### config.mk
export PLATFORM = sky130hd
export DESIGN_NAME = qspi_byte_ctrl
export DESIGN_NICKNAME = d
export VERILOG_FILES = /design/src/rtl/qspi_byte_ctrl.sv
export SDC_FILE = /design/constraint.sdc
export NUM_CORES = 1
export LEC_CHECK = 0
export BUFFER_PORTS_ARGS = -buffer_cell sky130_fd_sc_hd__clkbuf_2
export CAP_MARGIN = 30
export CORE_UTILIZATION = 50
export CTS_CLUSTER_SIZE = 28
export DETAILED_ROUTE_END_ITERATION = 6
export PLACE_DENSITY = 0.7
export SLEW_MARGIN = 20
export SYNTH_ARGS = -nofsm -noshare
export SYNTH_HDL_FRONTEND = slang
export SYNTH_SLANG_ARGS = --single-unit
### constraint.sdc
create_clock -name aclk -period 2.8 [get_ports aclk]
set_input_delay 0.14 -clock aclk [delete_from_list [all_inputs] [get_ports aclk]]
set_output_delay 0.14 -clock aclk [all_outputs]
set_load 0.05 [all_outputs]
### src/rtl/qspi_byte_ctrl.sv
// qspi_byte_ctrl: register-mapped QSPI byte engine, x1 or x4, SPI mode 0.
// Optional feature macro QSPI_LOOPBACK_EN: CTRL.LOOP feeds internal dq_o back into the receive path.
module qspi_byte_ctrl #(
    parameter int unsigned DIV_W   = 8,
    parameter int unsigned DEF_DIV = 1
) (
    input  logic       aclk,
    input  logic       aresetn,
    input  logic       qspi_if_req_vld,
    output logic       qspi_if_req_rdy,
    input  logic       qspi_if_req_read,
    input  logic [2:0] qspi_if_req_addr,
    input  logic [7:0] qspi_if_req_dat,
    output logic       qspi_if_rsp_vld,
    input  logic       qspi_if_rsp_rdy,
    output logic [7:0] qspi_if_rsp_dat,
    output logic       qspi_if_sck,
    output logic       qspi_if_csn,
    output logic [3:0] qspi_if_dq_en,
    output logic [3:0] qspi_if_dq_o,
    input  logic [3:0] qspi_if_dq_i
);

    localparam int unsigned DW = 8;
    localparam int unsigned AW = 3;
    localparam logic [AW-1:0] A_DATA = AW'(0);
    localparam logic [AW-1:0] A_CTRL = AW'(1);
    localparam logic [AW-1:0] A_DIV  = AW'(2);
    localparam logic [AW-1:0] A_STAT = AW'(3);

    typedef enum logic [1:0] {
        IDLE  = 2'd0,
        SHIFT = 2'd1,
        RESP  = 2'd2
    } state_t;

    state_t state_q, state_d;

    logic             ctrl_cs, ctrl_quad, ctrl_qin, ctrl_loop;
    logic [DIV_W-1:0] div_q, cnt_q;
    logic [2:0]       bit_q;
    logic [DW-1:0]    tx_q, rx_sh_q, rx_q;

    logic          accept_c, wr_c, start_c, ctrl_wr_c, div_wr_c;
    logic          half_end_c, rise_c, fall_c, last_bit_c, done_c;
    logic [DW-1:0] rd_dat_c, tx_nxt_c;
    logic [3:0]    en_c, rx_nib_c;
    logic          rx_bit_c;

    // Drive pattern for the current head of the shift byte.
    function automatic logic [3:0] pin_out(input logic [DW-1:0] b, input logic quad);
        return quad ? b[7:4] : {2'b11, 1'b0, b[7]};
    endfunction

    assign qspi_if_req_rdy = (state_q == IDLE) & ~qspi_if_rsp_vld;
    assign accept_c  = qspi_if_req_vld & qspi_if_req_rdy;
    assign wr_c      = accept_c & ~qspi_if_req_read;
    assign start_c   = wr_c & (qspi_if_req_addr == A_DATA);
    assign ctrl_wr_c = wr_c & (qspi_if_req_addr == A_CTRL);
    assign div_wr_c  = wr_c & (qspi_if_req_addr == A_DIV);

    assign half_end_c = (state_q == SHIFT) && (cnt_q == div_q);
    assign rise_c     = half_end_c & ~qspi_if_sck;
    assign fall_c     = half_end_c & qspi_if_sck;
    assign last_bit_c = (bit_q == (ctrl_quad ? 3'd1 : 3'd7));
    assign done_c     = fall_c & last_bit_c;

    assign tx_nxt_c = ctrl_quad ? {tx_q[3:0], 4'h0} : {tx_q[6:0], 1'b0};
    assign en_c     = ctrl_quad ? (ctrl_qin ? 4'h0 : 4'hF) : 4'b1101;

    // Receive source: pins normally, the driven pin values in loopback.
    assign rx_nib_c = ctrl_loop ? qspi_if_dq_o    : qspi_if_dq_i;
    assign rx_bit_c = ctrl_loop ? qspi_if_dq_o[0] : qspi_if_dq_i[1];

    always_comb begin
        rd_dat_c = '0;
        case (qspi_if_req_addr)
            A_DATA:  rd_dat_c = rx_q;
            A_CTRL:  rd_dat_c = {4'b0000, ctrl_loop, ctrl_qin, ctrl_quad, ctrl_cs};
            A_DIV:   rd_dat_c = DW'(div_q);
            A_STAT:  rd_dat_c = {7'b0000000, (state_q == SHIFT)};
            default: rd_dat_c = '0;
        endcase
    end

`ifdef QSPI_LOOPBACK_EN
    always_ff @(posedge aclk) begin
        if (!aresetn) begin
            ctrl_loop <= 1'b0;
        end else if (ctrl_wr_c) begin
            ctrl_loop <= qspi_if_req_dat[3];
        end
    end
`else
    assign ctrl_loop = 1'b0;
`endif

    always_ff @(posedge aclk) begin
        if (!aresetn) begin
            state_q <= IDLE;
        end else begin
            state_q <= state_d;
        end
    end

    always_comb begin
        state_d = state_q;
        unique case (state_q)
            IDLE:    if (accept_c) state_d = start_c ? SHIFT : RESP;
            SHIFT:   if (done_c) state_d = RESP;
            RESP:    if (qspi_if_rsp_vld && qspi_if_rsp_rdy) state_d = IDLE;
            default: state_d = IDLE;
        endcase
    end

    // Registers, shifter and pin drivers.
    always_ff @(posedge aclk) begin
        if (!aresetn) begin
            ctrl_cs         <= 1'b0;
            ctrl_quad       <= 1'b0;
            ctrl_qin        <= 1'b0;
            div_q           <= DIV_W'(DEF_DIV);
            cnt_q           <= '0;
            bit_q           <= '0;
            tx_q            <= '0;
            rx_sh_q         <= '0;
            rx_q            <= '0;
            qspi_if_rsp_vld <= 1'b0;
            qspi_if_rsp_dat <= '0;
            qspi_if_sck     <= 1'b0;
            qspi_if_csn     <= 1'b1;
            qspi_if_dq_en   <= '0;
            qspi_if_dq_o    <= '0;
        end else begin
            if (ctrl_wr_c) begin
                ctrl_cs     <= qspi_if_req_dat[0];
                ctrl_quad   <= qspi_if_req_dat[1];
                ctrl_qin    <= qspi_if_req_dat[2];
                qspi_if_csn <= ~qspi_if_req_dat[0];
            end
            if (div_wr_c) begin
                div_q <= DIV_W'(qspi_if_req_dat);
            end
            if (accept_c && !start_c) begin
                qspi_if_rsp_vld <= 1'b1;
                qspi_if_rsp_dat <= qspi_if_req_read ? rd_dat_c : '0;
            end
            if (start_c) begin
                tx_q          <= qspi_if_req_dat;
                cnt_q         <= '0;
                bit_q         <= '0;
                qspi_if_sck   <= 1'b0;
                qspi_if_dq_en <= en_c;
                qspi_if_dq_o  <= pin_out(qspi_if_req_dat, ctrl_quad);
            end
            if (state_q == SHIFT) begin
                if (half_end_c) begin
                    cnt_q       <= '0;
                    qspi_if_sck <= ~qspi_if_sck;
                end else begin
                    cnt_q <= cnt_q + DIV_W'(1);
                end
                if (rise_c) begin
                    rx_sh_q <= ctrl_quad ? {rx_sh_q[3:0], rx_nib_c} : {rx_sh_q[6:0], rx_bit_c};
                end
                if (fall_c) begin
                    if (last_bit_c) begin
                        qspi_if_rsp_vld <= 1'b1;
                        qspi_if_rsp_dat <= '0;
                        rx_q            <= rx_sh_q;
                        qspi_if_dq_en   <= '0;
                        qspi_if_dq_o    <= '0;
                    end else begin
                        bit_q        <= bit_q + 3'd1;
                        tx_q         <= tx_nxt_c;
                        qspi_if_dq_o <= pin_out(tx_nxt_c, ctrl_quad);
                    end
                end
            end
            if (qspi_if_rsp_vld && qspi_if_rsp_rdy) begin
                qspi_if_rsp_vld <= 1'b0;
            end
        end
    end

endmodule
==> impl_metrics.tcl, run 1 <==
set metrics [dict create \
    final_hold_viol_count 0 \
    dp_slack_ns 0.652 \
    power_frac_comb_pct 7.8 \
    powerDensity_mw_per_mm2 522 \
    ys.flop_type "dfxtp_1" \
    hp-class "in -> reg" \
    required_ns 3.04 \
    fill_cells 586 \
    min_period_over_period_pct 77.1 \
    vias 2662 \
    grt_overflow_total 0 \
    start_util_pct 51.6 \
    io_pins 40 \
    postRouteAntennaNets 0 \
    die_x_um 83.0 \
    cts_buffer_depth 2 \
    first_pass_iters 4 \
    post_cts_buffers 0 \
    cts.clk_slew.worst_paths_ns 0.08 \
    synth_fp_nets 381 \
    ys_seq_elements 66 \
    yosysSeqAreaShare_pct 40.3 \
    rows 29 \
    drive_gt1_share_pct 21.1 \
    die_h_um 83.0 \
    crit_slowest_cell "or4b_4" \
    layout.nets 416 \
    tightest_slew_ns 0.739 \
    clockPowerShare_pct 42.5 \
    post_cts_resized 0 \
    finalWorstSetupSlack_ns 0.641 \
    critPathMaxFanout 15 \
    slew_headroom_pct 50.7 \
    gp_congestion 0.860 \
    leakage_uw 0.00148 \
    grt_use_total_pct 22.6 \
    viasPerCell 5.59 \
    cts_num_sinks 66 \
    cp-start-kind "register" \
    fmax_mhz 463 \
    yosysWarnings 0 \
    wl_um 7350 \
    drt_iter0_drc 170 \
    antenna_cells 0 \
    p_seq_share_pct 49.7 \
    netSwitchingFraction_pct 26.6 \
    maxSlewViolCount 0 \
    skew_ns 0.0106 \
    htree_levels 3 \
    synth_top_area_cell "dfxtp_1" \
    antenna_found_initial 0 \
    synth.distinct_cells 59 \
    cts_hold_buf 0 \
    die_area_mm2 0.00688 \
    crit_arrival_ns 2.40 \
    finalSetupTns_ns 0 \
    synth_area_mm2 0.00328 \
    drc 0 \
    portBuffers 39 \
    grt_pass1_vias 2553 \
    final_common_cell "dfxtp_1" \
    cts_tree "yes" \
    post-dp-hpwl_um 5340 \
    synth_edf_count 0 \
    design.core.area_mm2 0.00635 \
    internal-power_uw 1410 \
    synth_area_leaders "dfxtp_1 (40%), mux2i_1 (13%), nand2_1 (5.0%)" \
    rsz0062_at_grt "no" \
    syn_to_final_growth_pct 12.5 \
    setup_violations 0 \
    mostFrequentLayoutCells "dfxtp_1 (66), nand2_1 (44), mux2i_1 (42)" \
    synth_cells 359 \
    switchingPower_uw 512 \
    status "completed" \
    worstSetupPathType "reg -> reg" \
    wl_per_cell_um 15.4 \
    worstPathCellList "or4b_4, or2_1, mux2_4, nand3_2, o21ai_2" \
    critPathMaxStageDelay_ns 0.62 \
    critPathCaptureType "register" \
    synth_top_area_share_pct 40.3 \
    grt_start_max_net_pins 36 \
    ir_worst_vdd_v 0.000467 \
    avgSynthCellArea_um2 9.13 \
    cts_buffers 9 \
    grt_pass1_wl_um 12500 \
    period_minus_slack_ns 2.16 \
    root_buffer "clkbuf_8" \
    insertion_delay_ns 0.34 \
    async_reset_ff_share_pct 0 \
    max_cap_viol_count 0 \
]
## sequential cells by signal, indices dropped and copies added, names as in the netlist, 2 cells and up
register and cells:
bit_q 3, cnt_q 8, div_q 8, qspi_if_dq_en 4, qspi_if_dq_o 4, qspi_if_rsp_dat 8, rx_q 8, rx_sh_q 8
state_q 2, tx_q 7
## kinds of logic after synthesis
group | share of synthesized area, %
and+or+nand+nor | 23.2
muxes | 15.2
DFF | 40.3
buffers and inverters | 4.12
AOI/OAI and AO/OA | 13.5
adders and majority gates | 0.763
xor gates and xnor gates | 2.94
## cell usage after synthesis, types with 4 or more instances
library cell  instances
o211ai_1              4
nand3_1              13
mux2i_1              42
nor2b_1               5
xor2_1               10
buf_2                 4
o21ai_2               4
clkbuf_1              6
buf_1                 5
a211oi_1             11
nor3_1               10
dfxtp_1              66
nand2b_1              4
nand2_1              44
o21ai_0               7
a22oi_1               4
nand3b_1              4
a21oi_1               9
buf_6                 4
nand3_2               4
nor2_1               40
nand4_1               4
## critical path, delay by kind of cell, from the launching register on
kind             cells  cell delay, ns
AO/OA/AOI/OAI        1            0.05
flip-flops           1            0.37
multiplexers         1            0.41
AND/OR/NAND/NOR      3            1.23
## final cells by class
type	instances	area, um2	share of cell area [%]
Timing Repair Buffer	45	240	6.51
Tap cell	77	96.3	2.61
Clock buffer	9	124	3.36
Multi-Input combinational cell	270	1820	49.4
Clock inverter	7	77.6	2.10
Inverter	2	7.51	0.204
Sequential cell	66	1320	35.8
## layer usage
| layer | wire (um) | vias to the layer above | track usage (%) |
|---|---|---|---|
| met2 | 3210 | 70 | 33.2 |
| met1 | 3630 | 1220 | 32.4 |
| met3 | 395 | 13 | 4.47 |
| met4 | 114 | 0 | 9.40 |
| li1 | - | 1359 | - |
| met5 | 0 | - | 0 |
## worst paths after layout
path	end	slack [ns]	start	cells after the start
min reg2reg	qspi_if_dq_en[1]	0.46	qspi_if_dq_en[1]	2
max	tx_q[3]	0.64	state_q[1]	5
max reg2reg	tx_q[3]	0.64	state_q[1]	5
min	div_q[3]	0.06	qspi_if_req_dat[3]	3
## power groups by stage
| stage | Sequential, uW | Combinational [uW] | Clock (uW) |
|---|---|---|---|
| 2_1_floorplan | 990 | 98.5 | 0 |
| 3_3_place_gp | 978 | 149 | 0 |
| 3_5_place_dp | 979 | 150 | 0 |
| 4_1_cts | 957 | 150 | 835 |
| 5_1_grt | 959 | 162 | 876 |
| 6_report | 957 | 150 | 818 |
## per-stage QoR
step           util, %  instance area (um2)  hold WS (ns)  instances  power (uW)
2_1_floorplan        -                 3280         0.268        359        1090
3_3_place_gp      54.9                 3490         0.402        460        1130
3_5_place_dp      54.9                 3490         0.424        460        1130
4_1_cts           58.1                 3690        0.0573        476        1940
5_1_grt           58.1                 3690        0.0742        476        2000
6_report          58.1                 3690        0.0634        476        1930
(Power assumes the default switching activity.)
==> run 2, diff against run 1 <==
clock period = 2.3 ns   (was 2.8 ns; I/O delays follow)
==> run 2 against run 1 <==
Compared with the run above:
- design area up 1.2%
- global-route usage decreased by 0.054 points
- via count is 3.6% higher
- critical path type unchanged
==> impl_metrics.tcl, run 2 (same netlist as run 1, synthesis figures left out) <==
set metrics [dict create \
    critPathMaxFanout 7 \
    p_seq_share_pct 50.5 \
    skew_ns 0.00787 \
    die_x_um 83.0 \
    drt_iter0_drc 166 \
    rows 29 \
    postRouteAntennaNets 0 \
    regArea_mm2 0.00132 \
    die_area_mm2 0.00688 \
    powerDensity_mw_per_mm2 616 \
    viasPerCell 5.70 \
    drive_gt1_share_pct 22.1 \
    wl_um 7440 \
    max_cap_viol_count 0 \
    design.core.area_mm2 0.00635 \
    fin_util_pct 58.8 \
    post_cts_resized 0 \
    start_util_pct 51.6 \
    drc 0 \
    required_ns 2.51 \
    fill_cells 559 \
    worstPathCellList "xor2_1, nor4_1, nand4_1, a211oi_1, a311oi_2" \
    finalSetupTns_ns 0 \
    crit_start "cnt_q[2]" \
    root_buffer "clkbuf_8" \
    final_hold_viol_count 0 \
    grt_start_max_net_pins 36 \
    wl_per_cell_um 15.4 \
    power_frac_comb_pct 8.4 \
    die_h_um 83.0 \
    tightest_slew_ns 0.560 \
    grt_overflow_total 0 \
    cts_buffers 9 \
    cts_tree "yes" \
    grt_util_met2_pct 34.6 \
    io_pins 40 \
    critPathMaxStageDelay_ns 0.46 \
    total_power_uw 2300 \
    use_met3_pct 5.67 \
    antenna_cells 0 \
    cp-start-kind "register" \
    post_cts_buffers 0 \
    maxSlewViolCount 0 \
    insertion_delay_ns 0.34 \
    grt_pass1_vias 2567 \
    hp-start "qspi_if_req_dat[3]" \
    whs_ns 0.0557 \
    fmax_mhz 494 \
    crit_arrival_ns 2.23 \
    period_minus_slack_ns 2.02 \
    status "completed" \
    setup_violations 0 \
    hp-class "in -> reg" \
    ir_worst_vdd_v 0.000405 \
    htree_levels 3 \
    rr_startpoint "cnt_q[2]" \
    vias 2759 \
    post-dp-hpwl_um 5510 \
    worstSetupPathType "reg -> reg" \
    internal-power_uw 1720 \
    portBuffers 39 \
    layout.nets 424 \
    critPathCaptureType "register" \
    grt_pass1_wl_um 12300 \
    grt_use_total_pct 22.6 \
    holdPathStages 3 \
    cts_buffer_depth 2 \
    final_common_cell "dfxtp_1" \
    reg2reg_to "tx_q[6]" \
    crit_slowest_cell "nor4_1" \
    cts_hold_buf 0 \
    switchingPower_uw 586 \
    ff2ff_path_depth 5 \
    gp_congestion 0.838 \
    busiest_layer "met2" \
    cts.clk_slew.worst_paths_ns 0.08 \
    cts_num_sinks 66 \
    first_pass_iters 4 \
    rsz0062_at_grt "no" \
    antenna_found_initial 0 \
    min_period_over_period_pct 88.0 \
    clockPowerShare_pct 41.0 \
    hold_path_end "div_q[3]" \
    mostFrequentLayoutCells "dfxtp_1 (66), nand2_1 (44), mux2i_1 (42)" \
    leakage_uw 0.00151 \
    slew_headroom_pct 62.5 \
    reg2reg_slack_ns 0.28 \
    syn_to_final_growth_pct 13.9 \
    multi_input_area_mm2 0.00182 \
    netSwitchingFraction_pct 25.5 \
    met1_usage_pct 30.9 \
]
## run 2: cell count changes in the layout (fill, tap and decap cells not counted), sizes merged
cell,previous run,this run
clkinv,3,2
clkinvlp,1,2
inv,4,2
clkbuf,48,50
buf,6,14
## run 2: power by group through the flow
stage          Combinational, uW  Sequential, uW  Clock (uW)
5_1_grt                      210            1160        1010
3_3_place_gp                 191            1190           0
6_report                     194            1160         944
2_1_floorplan                120            1210           0
3_5_place_dp                 193            1190           0
4_1_cts                      193            1160         967
## run 2: worst max path at each step
stage	to	slack, ns
2_1_floorplan	tx_q[1]	0.24
3_3_place_gp	tx_q[2]	0.36
3_5_place_dp	tx_q[3]	0.31
4_1_cts	tx_q[3]	0.31
5_1_grt	tx_q[6]	0.16
6_report	tx_q[6]	0.28
## run 2: final cells by class
| type | count | area share [%] |
|---|---|---|
| multi-input combinational | 270 | 48.8 |
| clock buffer | 11 | 3.52 |
| tap | 77 | 2.58 |
| timing repair buffer | 53 | 8.04 |
| sequential | 66 | 35.4 |
| inverter | 2 | 0.201 |
| clock inverter | 5 | 1.47 |
## run 2: layer usage
| layer | wire length [um] | vias to the layer above |
|---|---|---|
| li1 | - | 1372 |
| met1 | 3580 | 1296 |
| met2 | 3280 | 82 |
| met3 | 484 | 9 |
| met4 | 96 | 0 |
| met5 | 0 | - |
## run 2: metrics by stage
stage	setup WS (ns)	instance area, um2	instances
floorplan	0.240	3280	359
global placement	0.357	3550	468
detailed placement	0.314	3550	468
CTS	0.314	3730	484
global route	0.155	3730	484
finish	0.277	3730	484
## run 2: worst max-delay path, delay by kind of cell (launching register included)
family                    cells  cell delay, ns
AOI/OAI and AO/OA             2            0.49
and+or+nand+nor               2            0.87
DFF                           1            0.36
xor gates and xnor gates      1            0.19
==> run 3, diff against run 2 <==
GPL_TIMING_DRIVEN = 0   (was not set)
==> run 3 against run 2 <==
Compared with the run above:
- total power up 1.5%
- clock power up 3.1%
- combinational power about the same
- critical path depth rose by 1
- clock skew increased by 0.0051 ns
- non-clock buffer count rose by 6
- critical endpoint is now cnt_q[5]
==> impl_metrics.tcl, run 3 (same netlist as run 1, synthesis figures left out) <==
set metrics [dict create \
    status "completed" \
    ff2ff_path_depth 6 \
    total_power_uw 2340 \
    required_ns 2.53 \
    fin_util_pct 59.4 \
    worstPathCellList "or4b_4, buf_6, nor2_2, nor3_1, o2bb2a_1, o31ai_1" \
    wl_per_cell_um 16.1 \
    root_buffer "clkbuf_8" \
    syn_to_final_growth_pct 15.0 \
    drc 0 \
    rsz0062_at_grt "no" \
    drive_gt1_share_pct 21.4 \
    die_h_um 83.0 \
    final_common_cell "dfxtp_1" \
    dp_slack_ns 0.209 \
    post-dp-hpwl_um 5770 \
    io_pins 40 \
    finalSetupTns_ns 0 \
    grt_use_total_pct 23.8 \
    cts_hold_buf 0 \
    worstSetupPathType "reg -> reg" \
    cts_buffer_depth 2 \
    fmax_mhz 468 \
    holdPathStages 3 \
    die_area_mm2 0.00688 \
    leakage_uw 0.00151 \
    final_hold_viol_count 0 \
    powerDensity_mw_per_mm2 619 \
    hp-class "in -> reg" \
    busiest_layer "met2" \
    antenna_found_initial 0 \
    layout.nets 430 \
    post_cts_buffers 0 \
    die_x_um 83.0 \
    use_met3_pct 4.47 \
    grt_pass1_wl_um 12900 \
    drt_iter0_drc 162 \
    first_pass_iters 4 \
    critPathMaxFanout 9 \
    viasPerCell 5.67 \
    insertion_delay_ns 0.34 \
    tightest_slew_ns 0.741 \
    skew_ns 0.0130 \
    antenna_cells 0 \
    start_util_pct 51.6 \
    portBuffers 38 \
    final_cells 489 \
    wl_um 7870 \
    htree_levels 3 \
    gp_congestion 0.893 \
    period_minus_slack_ns 2.14 \
    finalWorstSetupSlack_ns 0.162 \
    vias 2774 \
    grt_pass1_vias 2563 \
    min_period_over_period_pct 92.9 \
    met1_usage_pct 31.7 \
    grt_util_met2_pct 37.8 \
    postRouteAntennaNets 0 \
    hp-start "qspi_if_req_dat[3]" \
    cts_tree "yes" \
    rows 29 \
    hold_path_end "div_q[3]" \
    grt_overflow_total 0 \
    cts_buffers 9 \
    cp-start-kind "register" \
    slew_headroom_pct 50.6 \
    cts_num_sinks 66 \
    ir_worst_vdd_v 0.000472 \
    reg2reg_slack_ns 0.16 \
    critPathCaptureType "register" \
    dp.cells 474 \
    design.core.area_mm2 0.00635 \
    mostFrequentLayoutCells "dfxtp_1 (66), nand2_1 (44), mux2i_1 (42)" \
    max_cap_viol_count 0 \
    crit_arrival_ns 2.37 \
    critPathMaxStageDelay_ns 0.56 \
    crit_slowest_cell "or4b_4" \
    rr_startpoint "state_q[1]" \
    reg2reg_to "cnt_q[5]" \
    cts.clk_slew.worst_paths_ns 0.08 \
    grt_start_max_net_pins 12 \
    maxSlewViolCount 0 \
    setup_violations 0 \
]
[run 3: cell types whose count changed in the layout (fill, tap and decap cells not counted), moves of 2 or more]
cell	change
buf_6	+4
buf_1	+5
buf_2	+4
clkbuf_1	+4
clkbuf_8	+2
buf_4	-13
[run 3: where the power goes]
group | internal, uW | switching [uW]
logic | 67.3 | 129
clock network | 520 | 453
registers | 1150 | 12.4
[run 3: layer usage]
metal	wire length [um]	share of wire [%]
met1	3700	47
met2	3620	46
met3	444	5.6
met4	96	1.2
met5	0	0
[run 3: metrics by stage]
stage	hold slack (ns)	cell area [um2]
after floorplan	0.243	3280
after global placement	0.378	3560
after detailed placement	0.385	3560
after CTS	0.0287	3760
after global routing	0.0509	3770
final	0.0317	3770
[run 3: worst max-delay path, delay by kind of cell, from the launching register on]
| kind | cells | cell delay (ns) |
|---|---|---|
| buffers and inverters | 1 | 0.15 |
| AND/OR/NAND/NOR | 3 | 1.18 |
| AO/OA/AOI/OAI | 2 | 0.33 |
| flip-flops | 1 | 0.37 |
[run 3: layout make-up]
cell class / count / area [um2]
Sequential cell: 66 / 1320
Multi-Input combinational cell: 270 / 1830
Fill cell: 580 / 2580
Clock buffer: 10 / 138
Tap cell: 77 / 96.3
Timing Repair Buffer: 38 / 190
Clock inverter: 5 / 55.1
Buffer: 21 / 128
Inverter: 2 / 7.51
[run 3: repair_timing]
| action | 4_1_cts | 5_1_grt |
|---|---|---|
| resized for setup | 0 | 2 |
| endpoints found under the hold margin | 0 | 0 |
| endpoints found under the setup margin | 0 | 2 |
[run 3: worst max path at each step]
stage,start,end,cells after the start
3_5_place_dp,state_q[1],cnt_q[5],6
5_1_grt,state_q[1],cnt_q[5],6
4_1_cts,state_q[1],cnt_q[5],6
6_report,state_q[1],cnt_q[5],6
2_1_floorplan,qspi_if_rsp_vld,tx_q[1],7
3_3_place_gp,ctrl_quad,tx_q[6],6
